## src/rtl/code_seq_tx.sv

```systemverilog
// code_seq_tx: drives the unlock sequence 1010 -> 1000 -> 0111 onto a 4-bit
// symbol bus, repeated a programmable number of times, then returns to IDLE_CODE.
// Optional feature macro: CODE_SEQ_TX_PARITY_EN adds the registered parity output p_par.
module code_seq_tx #(
   parameter logic [3:0]  IDLE_CODE = 4'b0000,
   parameter int unsigned CNT_W     = 4
) (
   input  logic             clk,
   input  logic             rst,
   input  logic             start,
   input  logic [CNT_W-1:0] reps,
   input  logic             abort,
   output logic [3:0]       p,
   output logic             p_valid,
   output logic             busy,
   output logic             done
`ifdef CODE_SEQ_TX_PARITY_EN
   ,
   output logic             p_par
`endif
);

   typedef enum logic [1:0] {StIdle, StSym1, StSym2, StSym3} state_e;

   state_e           state_q, state_d;
   logic [CNT_W-1:0] rep_cnt_q, rep_cnt_d;
   logic [3:0]       p_d;
   logic             done_d;

   // Next-state, repetition count and completion pulse.
   always_comb begin
      state_d   = state_q;
      rep_cnt_d = rep_cnt_q;
      done_d    = 1'b0;
      if (state_q == StIdle) begin
         // abort wins over a simultaneous start; the start is dropped
         if (start && !abort) begin
            state_d   = StSym1;
            rep_cnt_d = (reps == '0) ? CNT_W'(1) : reps;
         end
      end else if (abort) begin
         state_d   = StIdle;
         rep_cnt_d = '0;
      end else begin
         unique case (state_q)
            StSym1: state_d = StSym2;
            StSym2: state_d = StSym3;
            StSym3: begin
               if (rep_cnt_q > CNT_W'(1)) begin
                  state_d   = StSym1;
                  rep_cnt_d = rep_cnt_q - CNT_W'(1);
               end else begin
                  state_d   = StIdle;
                  rep_cnt_d = '0;
                  done_d    = 1'b1;
               end
            end
            default: state_d = StIdle;
         endcase
      end
   end

   // Symbol decoded from the next state so p lines up with the state register.
   always_comb begin
      p_d = IDLE_CODE;
      unique case (state_d)
         StSym1:  p_d = 4'b1010;
         StSym2:  p_d = 4'b1000;
         StSym3:  p_d = 4'b0111;
         default: p_d = IDLE_CODE;
      endcase
   end

   // State, count and registered outputs.
   always_ff @(posedge clk or negedge rst) begin
      if (!rst) begin
         state_q   <= StIdle;
         rep_cnt_q <= '0;
         p         <= IDLE_CODE;
         busy      <= 1'b0;
         done      <= 1'b0;
      end else begin
         state_q   <= state_d;
         rep_cnt_q <= rep_cnt_d;
         p         <= p_d;
         busy      <= (state_d != StIdle);
         done      <= done_d;
      end
   end

   assign p_valid = busy;

`ifdef CODE_SEQ_TX_PARITY_EN
   // Even parity tracks p on the same edge, including reset and idle.
   always_ff @(posedge clk or negedge rst) begin
      if (!rst) begin
         p_par <= ^IDLE_CODE;
      end else begin
         p_par <= ^p_d;
      end
   end
`endif

endmodule
```

## config.mk

```make
export PLATFORM = sky130hd
export DESIGN_NAME = code_seq_tx
export DESIGN_NICKNAME = d
export VERILOG_FILES = /design/src/rtl/code_seq_tx.sv
export SDC_FILE = /design/constraint.sdc
export NUM_CORES = 1
export LEC_CHECK = 0
export ABC_CLOCK_PERIOD_IN_PS = 2500
export BUFFER_PORTS_ARGS = -buffer_cell sky130_fd_sc_hd__buf_2
export CAP_MARGIN = 20
export CORE_AREA = 3 3 40 42
export CTS_CLUSTER_DIAMETER = 200
export DETAILED_ROUTE_END_ITERATION = 6
export DIE_AREA = 0 0 43 45
export PLACE_DENSITY = 0.79
export SETUP_SLACK_MARGIN = 0.5
export SLEW_MARGIN = 20
export SYNTH_ARGS = -nofsm -noshare
export SYNTH_HDL_FRONTEND = slang
export SYNTH_SLANG_ARGS = --single-unit
```

## constraint.sdc

```tcl
create_clock -name clk -period 2.5 [get_ports clk]
set_input_delay 0.375 -clock clk [delete_from_list [all_inputs] [get_ports clk]]
set_output_delay 0.375 -clock clk [all_outputs]
set_load 0.03 [all_outputs]
```

**After elaboration in Yosys (flattened, before gate mapping)**

Cells that the tools add are included.

- Flip-flop bits (word level): 12
- Bits of input ports: 8
- Output and inout bits: 7
- Logic and storage cells: 37

- Add/subtract/negate cells: 1
- Magnitude comparators: 1
- Equal/unequal tests: 7
- Multiplexer cells: 16
- Reductions and logical operators: 7

Operators by type and width:

| operator | number |
|---|---|
| 4-bit 2-to-1 mux | 6 |
| 4-bit case mux with 3 select lines | 1 |
| 2-bit == test, second input constant | 4 |
| 2-bit 2-to-1 mux | 3 |
| 2-bit case mux with 3 select lines | 1 |
| 1-bit 2-to-1 mux | 5 |
| 2-bit by 1-bit == test with 1-bit output, second input constant | 2 |
| 4-bit by 1-bit greater-than comparator with 1-bit output, second input constant | 1 |
| 4-bit logical NOT | 1 |
| 4-bit by 1-bit subtractor with 4-bit output, second input constant | 1 |
| 3-bit nonzero test | 1 |
| 2-bit logical NOT | 1 |
| 2-bit by 1-bit inequality test with 1-bit output, second input constant | 1 |
| 2-bit AND reduction | 1 |
| 2-bit nonzero test | 1 |
| 1-bit logical AND | 1 |
| 1-bit logical NOT | 1 |

**Depth between registers and ports, before layout**

Gate-level depths: netlist of the first run.

- Depth in word-level cells: 7
- Mapped depth: 9
- Mapped depth without buffers: 9

**Least setup slack after synthesis of the first run**

OpenSTA, ideal clock, no wires.

- Path kind: register to register
- Start: register state_q[0]
- End: register p[3]
- Library setup time: 0.063 ns
- Arrival time: 1.693 ns
- Data required time: 2.437 ns
- Setup slack: 0.744 ns
- Stages on the path, launching flop included: 8
- Path buffers: 1
- Period minus slack after synthesis: 1.756 ns
- Cells stage by stage: dfrtp_1 > inv_1 > ha_1 > buf_4 > o32a_1 > o21ai_0 > ha_1 > inv_1

- Word-level cells in the longest chain between the ends: 6
- Elaborated cells between the ends (all ways): 12
- Those cells by class: eq/ne: 6; mux: 5; reduce/logical: 1

Ends and longest elaborated chain:

| what | RTL line | source |
|---|---|---|
| start, declared | 25 | `state_e state_q, state_d;` |
| start signal, assigned | 77 | `state_q <= StIdle;` |
| start signal, assigned | 83 | `state_q <= state_d;` |
| 2-bit == test or 2-bit by 1-bit == test with 1-bit output (tied branches) | 45 | `unique case (state_q)` |
| 2-bit case mux with 3 select lines | 45 |  |
| 2-bit 2-to-1 mux | 41 | `end else if (abort) begin` |
| 2-bit 2-to-1 mux * | 35 | `if (state_q == StIdle) begin` |
| named net state_d[0] | 25 |  |
| 2-bit == test or 2-bit by 1-bit == test with 1-bit output (tied branches) | 66 | `unique case (state_d)` |
| 4-bit case mux with 3 select lines * | 66 |  |
| named net p_d[3] | 27 | `logic [3:0] p_d;` |
| end signal, assigned | 85 | `p <= p_d;` |
| end, declared | 13 | `output logic [3:0] p,` |

The timed path passes the listed nets; every way through them passes the cells marked *.
A chain may end at the register's enable or synchronous reset.

**Worst setup path in the final report of the first run**

- Start: register rep_cnt_q[0]
- End: register p[1]

- Word-level cells in the longest chain between the ends: 7
- Elaborated cells between the ends (all ways): 9
- Those cells by class: order compare: 1; eq/ne: 3; mux: 5

Ends and longest elaborated chain:

| what | RTL line | source |
|---|---|---|
| start, declared | 26 | `logic [CNT_W-1:0] rep_cnt_q, rep_cnt_d;` |
| start signal, assigned | 84 | `rep_cnt_q <= rep_cnt_d;` |
| 4-bit by 1-bit greater-than comparator with 1-bit output * | 49 | `if (rep_cnt_q > CNT_W'(1)) begin` |
| 1-bit 2-to-1 mux * | 49 |  |
| 2-bit case mux with 3 select lines * | 45 |  |
| 2-bit 2-to-1 mux * | 41 |  |
| 2-bit 2-to-1 mux * | 35 |  |
| named net state_d[0] | 25 |  |
| 2-bit == test or 2-bit by 1-bit == test with 1-bit output (tied branches) | 66 |  |
| 4-bit case mux with 3 select lines * | 66 |  |
| named net p_d[1] | 27 |  |

Marked as above.

==> results of run 1 <==
[registers in the layout, indices dropped and copies added, names as in the netlist]
name,count
done,1
rep_cnt_q,4
p,3
busy,1
state_q,2
[final timing paths]
| check | startpoint | endpoint | slack, ns | cells past startpoint |
|---|---|---|---|---|
| min | reps[2] | rep_cnt_q[2] | 0.43 | 3 |
| min reg2reg | rep_cnt_q[1] | rep_cnt_q[1] | 0.57 | 1 |
| max reg2reg | rep_cnt_q[0] | p[1] | 0.69 | 10 |
| min in group asynchronous | rst | state_q[1] | 0.49 | 2 |
| max | rep_cnt_q[0] | p[1] | 0.69 | 10 |
| max in group asynchronous | rst | rep_cnt_q[3] | 1.82 | 2 |
[timing repair]
item                                    in CTS  in global routing
endpoints found under the setup margin       0                  3
hold buffers                                 1                  0
gates resized for setup                      0                  2
hold endpoints to repair                    11                  0
[cells by family (layout without fill, tap and decap cells)]
| kind of cell | Yosys count | count (layout) |
|---|---|---|
| compound gates | 14 | 14 |
| mux | 2 | 2 |
| fa+ha+maj | 7 | 7 |
| simple gates | 19 | 19 |
| flops | 11 | 11 |
| buf+inv | 10 | 27 |
[area by class of cell]
| type | instances | area [um2] | share of cell area [%] |
|---|---|---|---|
| inverter | 7 | 26.3 | 3.48 |
| multi-input combinational | 42 | 322 | 42.5 |
| sequential | 11 | 275 | 36.4 |
| clock buffer | 4 | 26.3 | 3.48 |
| tap | 15 | 18.8 | 2.48 |
| timing repair buffer | 16 | 87.6 | 11.6 |
[worst register-to-register path, stage by stage (launching register included)]
cell and delay [ns]:
dfrtp_1 0.40, inv_1 0.08, ha_1 0.22, nor2_1 0.11, nor3_1 0.05, buf_4 0.15
o32a_1 0.18, o21ai_1 0.21, ha_1 0.21, nor2_1 0.04, nor2_1 0.09
[placed cells by master, fill, tap and decap left out]
| cell type | instances |
|---|---|
| a21oi_1 | 1 |
| a32oi_1 | 2 |
| and3_1 | 1 |
| buf_2 | 14 |
| buf_4 | 1 |
| clkbuf_1 | 1 |
| clkbuf_4 | 3 |
| dfrtp_1 | 11 |
| dlygate4sd3_1 | 1 |
| ha_1 | 6 |
| ha_2 | 1 |
| inv_1 | 7 |
| mux2_4 | 1 |
| mux2i_1 | 1 |
| nand2_1 | 4 |
| nand2b_1 | 1 |
| nand4bb_1 | 1 |
| nor2_1 | 8 |
| nor3_1 | 3 |
| o21a_1 | 1 |
| o21ai_0 | 5 |
| o21ai_1 | 1 |
| o2bb2ai_4 | 1 |
| o31a_1 | 1 |
| o31ai_1 | 1 |
| o32a_1 | 1 |
| or2_4 | 1 |
[routing by layer]
metal / routed length (um) / up-vias / GRT usage, %
met5: 0 / - / 0
met4: 31 / 0 / 11.4
met3: 72 / 6 / 3.59
met2: 654 / 17 / 25.4
met1: 457 / 250 / 15.4
li1: - / 248 / -
[power groups by stage]
stage               Clock [uW]  Sequential, uW  Combinational, uW
finish                     117             303                543
global route               129             311                606
detailed placement           0             303                542
CTS                        121             300                543
floorplan                    0             348                372
global placement             0             298                519
[stage by stage]
step | utilization (%) | hold WS (ns) | area, um2 | cells
3_3_place_gp | 55.8 | 0.251 | 717 | 90
6_report | 58.8 | 0.434 | 756 | 95
3_5_place_dp | 55.8 | 0.250 | 717 | 90
2_1_floorplan | - | 0.0794 | 643 | 63
4_1_cts | 58.6 | 0.436 | 753 | 95
5_1_grt | 58.8 | 0.452 | 756 | 95
==> summary.md, run 1 <==
| Metric | Value |
|---|---|
| Vias in the first global route | `534` |
| Slowest stage delay, CP | `0.40 ns` |
| Max_cap viols | `0` |
| Mux contribution to synthesized area | `3.89%` |
| Worst Path Arrival | `2.00 ns` |
| Status | `finished, final reports clean` |
| Min Tclk post-route | `1.81 ns` |
| Die Area | `1940 um2` |
| Final GP Congestion | `0.929` |
| Net Sw Frac | `44.7%` |
| Pre-CTS setup slack | `0.576 ns` |
| Antenna Nets Post-Route | `0` |
| Compound-cell area share of the yosys netlist | `17.7%` |
| Worst VDD drop | `0.000719 V` |
| Combinational power share | `56.4%` |
| Initial antenna violation count | `0` |
| Data required, critical path | `2.69 ns` |
| Die height | `45 um` |
| Main combinational cell family by area after synthesis | `compound AO/OA/AOI/OAI gates` |
| Core area | `1280 um2` |
| CP startpoint kind | `flop` |
| Leak | `0.000397 uW` |
| Synth area leaders | `dfrtp_1 (43%), ha_1 (14%), o21ai_0 (4.7%)` |
| Part of the power in registers | `31.5%` |
| Slew @ Worst Pin | `0.299 ns` |
| CTS Sinks | `11` |
| Post-Synth Adder-Cell Area | `13.6%` |
| Crit path kind | `reg2reg` |
| Final nets | `96` |
| Routed WL | `1220 um` |
| Netlist cell types | `21` |
| I/O pins | `15` |
| # fillers | `111` |
| Post-Synthesis Cells | `63` |
| Per-cell routed wire length | `12.8 um` |
| Post-DR vias/cell | `5.48` |
| Synth Register Bits | `11` |
| Synthesized area per cell | `10.2 um2` |
| Post-synthesis cell area | `643 um2` |
| Global-route wire length before repair | `2110 um` |
| Share of flip-flops with an asynchronous set or reset | `100%` |
| Relative slew slack | `79.9%` |
| Num CTS Buffers | `3` |
| Vias | `521` |
| Top FF cell, synth | `dfrtp_1` |
| CTS tree | `done` |
| TNS Setup | `0 ns` |
| Clock tree buffer depth | `2` |
| Clock Latency Late Sink | `0.26 ns` |
| Cell taking the most area after synthesis | `dfrtp_1` |
| Switch Pwr | `430 uW` |
| # setup viols final | `0` |
| Post-synthesis simple-gate area fraction | `14.4%` |
| Slew Limit Fails | `0` |
| Pin count of the biggest net entering global routing | `12` |
| Most frequent cell after synthesis | `dfrtp_1` |
| Setup crit end kind | `flop` |
| CP max stage cell | `dfrtp_1` |
| Dpl hpwl | `989 um` |
| Tot Pwr | `962 uW` |
| Pre-Repair DR Iteration Count | `4` |
| Share of layout cells above drive strength 1 | `27.5%` |
| # H-tree levels | `1` |
| Starting DRT DRC Count | `8` |
| Worst-path fanout max | `4` |
| Post-synthesis to final-layout area growth | `17.5%` |
| Yosys Warn Count | `0` |
| Share of the synthesized area in the top cell type | `42.8%` |
| Die width | `43 um` |
| Top cells by count, synth | `dfrtp_1 (11), nor2_1 (8), ha_1 (7), inv_1 (7), o21ai_0 (6)` |
| Final setup margin | `0.691 ns` |
| Clock Skew | `0.00492 ns` |
| Hold WC Path Type | `in2reg` |
| Crit-path most repeated cell | `nor2_1` |
| Clk network pwr share | `12.1%` |
| Total track usage | `14.7%` |
| Final period utilization | `72.3%` |
| Top delay family on crit path | `adder cells` |
| Starting Density | `50.0%` |
| Post-synthesis sequential area ratio | `42.8%` |
| Final hold vios | `0` |
| Number of synthesized flops with an enable pin | `0` |
| FMAX | `553 MHz` |
| Worst-path clk slew | `0.07 ns` |
| Residual DRC | `0` |
| Post-CTS setup repair buffer count | `0` |
| Critical path buffer and inverter count | `2` |
| Mapped Nets | `78` |
| Root buf cell | `clkbuf_4` |
| Diode count | `0` |
| Cell chain of the critical path | `inv_1, ha_1, nor2_1, nor3_1, buf_4, o32a_1, o21ai_1, ha_1, nor2_1, nor2_1` |
| Remaining Overflow, GRT | `0` |
| Row cnt | `13` |
| RSZ-0062 raised after global routing | `no` |
| Cell Int Power | `532 uW` |
| Cell Pwr Density | `1270 nW/um2` |
| PortBufs | `14` |
| Post-synthesis xor/xnor area fraction | `0%` |
Note: power is estimated with default switching activity, not from simulation.
==> run 2, diff against run 1 <==
--- a/config.mk
+++ b/config.mk
@@ -5,14 +5,14 @@
 export SDC_FILE = /design/constraint.sdc
 export NUM_CORES = 1
 export LEC_CHECK = 0
-export ABC_CLOCK_PERIOD_IN_PS = 2500
+export ABC_CLOCK_PERIOD_IN_PS = 1600
 export BUFFER_PORTS_ARGS = -buffer_cell sky130_fd_sc_hd__buf_2
 export CAP_MARGIN = 20
-export CORE_AREA = 3 3 40 42
+export CORE_MARGIN = 3
+export CORE_UTILIZATION = 45
 export CTS_CLUSTER_DIAMETER = 200
 export DETAILED_ROUTE_END_ITERATION = 6
-export DIE_AREA = 0 0 43 45
-export PLACE_DENSITY = 0.79
+export PLACE_DENSITY = 0.77
 export SETUP_SLACK_MARGIN = 0.5
 export SLEW_MARGIN = 20
 export SYNTH_ARGS = -nofsm -noshare
==> constraint.sdc (replaced) <==
create_clock -name clk -period 1.6 [get_ports clk]
set_input_delay 0.24 -clock clk [delete_from_list [all_inputs] [get_ports clk]]
set_output_delay 0.24 -clock clk [all_outputs]
set_load 0.03 [all_outputs]
==> summary.md, run 2 (synthesis gave the netlist of run 1 again) <==
| Metric | Value |
|---|---|
| Starting Density | `48.8%` |
| # setup viols final | `0` |
| Clock Skew | `0.00347 ns` |
| Final GP Congestion | `0.885` |
| # H-tree levels | `1` |
| Initial antenna violation count | `0` |
| Final period utilization | `97.8%` |
| Relative slew slack | `82.5%` |
| Pre-Repair DR Iteration Count | `4` |
| Clock tree buffer depth | `2` |
| Vias in the first global route | `576` |
| Cell Pwr Density | `2190 nW/um2` |
| Global-route wire length before repair | `2480 um` |
| Worst-path clk slew | `0.08 ns` |
| Num CTS Buffers | `3` |
| Slew Limit Fails | `0` |
| Die Area | `1920 um2` |
| Cell chain of the critical path | `buf_4, ha_1, nand2_1, o32a_1, o21ai_2, ha_1, nor2_1, nor2_1` |
| Hold WC Path Type | `in2reg` |
| Final nets | `111` |
| Clock Latency Late Sink | `0.27 ns` |
| FMAX | `639 MHz` |
| Vias | `584` |
| Post-synthesis to final-layout area growth | `47.9%` |
| Largest registers | `rep_cnt_q x4, p x3, state_q x2` |
| Antenna Nets Post-Route | `0` |
| Slowest stage delay, CP | `0.41 ns` |
| # fillers | `99` |
| PortBufs | `14` |
| Setup crit end kind | `flop` |
| Diode count | `0` |
| Die height | `43.8 um` |
| Routed WL | `1690 um` |
| Total track usage | `17.8%` |
| Pin count of the biggest net entering global routing | `12` |
| Share of layout cells above drive strength 1 | `53.7%` |
| Leak | `0.000480 uW` |
| Most frequent cells in the layout | `buf_2 (14), buf_4 (14), dfrtp_1 (10)` |
| Crit path kind | `reg2reg` |
| Starting DRT DRC Count | `4` |
| Worst Path Arrival | `1.73 ns` |
| Fin util | `72.2%` |
| Core area | `1320 um2` |
| CP startpoint kind | `flop` |
| Data required, critical path | `1.77 ns` |
| Per-cell routed wire length | `15.3 um` |
| I/O pins | `15` |
| Largest reg by FF count | `rep_cnt_q` |
| CP max stage cell | `dfrtp_1` |
| Slew @ Worst Pin | `0.261 ns` |
| Die width | `43.8 um` |
| Min Hold Slack | `0.281 ns` |
| Root buf cell | `clkbuf_4` |
| Max_cap viols | `0` |
| RSZ-0062 raised after global routing | `yes` |
| Final hold vios | `0` |
| Status | `finished, final reports clean` |
| Worst VDD drop | `0.00128 V` |
| CTS tree | `done` |
| Remaining Overflow, GRT | `0` |
| Row cnt | `13` |
| Min Tclk post-route | `1.57 ns` |
| Residual DRC | `0` |
| Post-DR vias/cell | `5.31` |
| CTS Sinks | `11` |
| Largest register FFs | `4` |
| Dpl hpwl | `1060 um` |
| Worst-path fanout max | `3` |
## run 2: changes by cell type in the layout (fill, tap and decap cells not counted), moves of 3 or more
cell     change
inv_1        -4
ha_1         -3
buf_4       +13
ha_4         +3
inv_2        +4
o21ai_0      -3
## run 2: layout make-up
| type | instances | area [um2] | area share [%] |
|---|---|---|---|
| Inverter | 7 | 26.3 | 2.76 |
| Multi-Input combinational cell | 42 | 394 | 41.4 |
| Sequential cell | 11 | 277 | 29.1 |
| Timing Repair Buffer | 31 | 208 | 21.8 |
| Clock buffer | 3 | 22.5 | 2.37 |
| Clock inverter | 1 | 5.00 | 0.526 |
| Tap cell | 15 | 18.8 | 1.97 |
## run 2: stage by stage
stage | instance area (um2) | instances | TNS [ns] | power (uW) | worst slack (ns)
6_report | 951 | 110 | 0 | 2080 | 0.0345
5_1_grt | 951 | 110 | -0.0809 | 2220 | -0.0472
4_1_cts | 882 | 107 | 0 | 1850 | 0.0262
3_5_place_dp | 761 | 94 | -0.00966 | 1430 | -0.00791
3_3_place_gp | 761 | 94 | 0 | 1400 | 0.0497
2_1_floorplan | 661 | 63 | 0 | 1170 | 0.0420
## run 2: where the power goes
part	internal, uW	leakage, uW	switching [uW]	total (uW)
registers	394	0.000141	93.4	488
logic	704	0.000322	693	1400
clock network	92.4	0.0000177	102	195
total	1190	0.000480	889	2080
## run 2: final timing paths
path / from / to / slack [ns] / depth (start not counted)
max: state_q[1] / p[1] / 0.03 / 8
min: reps[2] / rep_cnt_q[2] / 0.28 / 3
max reg2reg: state_q[1] / p[1] / 0.03 / 8
min reg2reg: rep_cnt_q[2] / rep_cnt_q[2] / 0.58 / 2
max in group asynchronous: rst / rep_cnt_q[0] / 1.02 / 2
min in group asynchronous: rst / state_q[0] / 0.36 / 2
## run 2: layer usage
layer,wire length (um),global-route usage (%)
met1,640,17.9
met2,982,35.8
met3,62,4.15
met4,0,3.61
met5,0,0
## run 2: worst max-delay path: cells and delay by family, from the launching register on
| kind | cells | cell delay, ns |
|---|---|---|
| flops | 1 | 0.41 |
| fa+ha+maj | 2 | 0.43 |
| compound gates | 2 | 0.26 |
| simple gates | 3 | 0.23 |
| buf+inv | 1 | 0.14 |
## run 2: repair_timing
action,CTS,global route
hold endpoints to repair,11,0
setup buffers,8,3
hold buffers,1,0
cloned,0,0
setup endpoints to repair,11,11
pin swaps,5,2
gates resized for setup,8,9
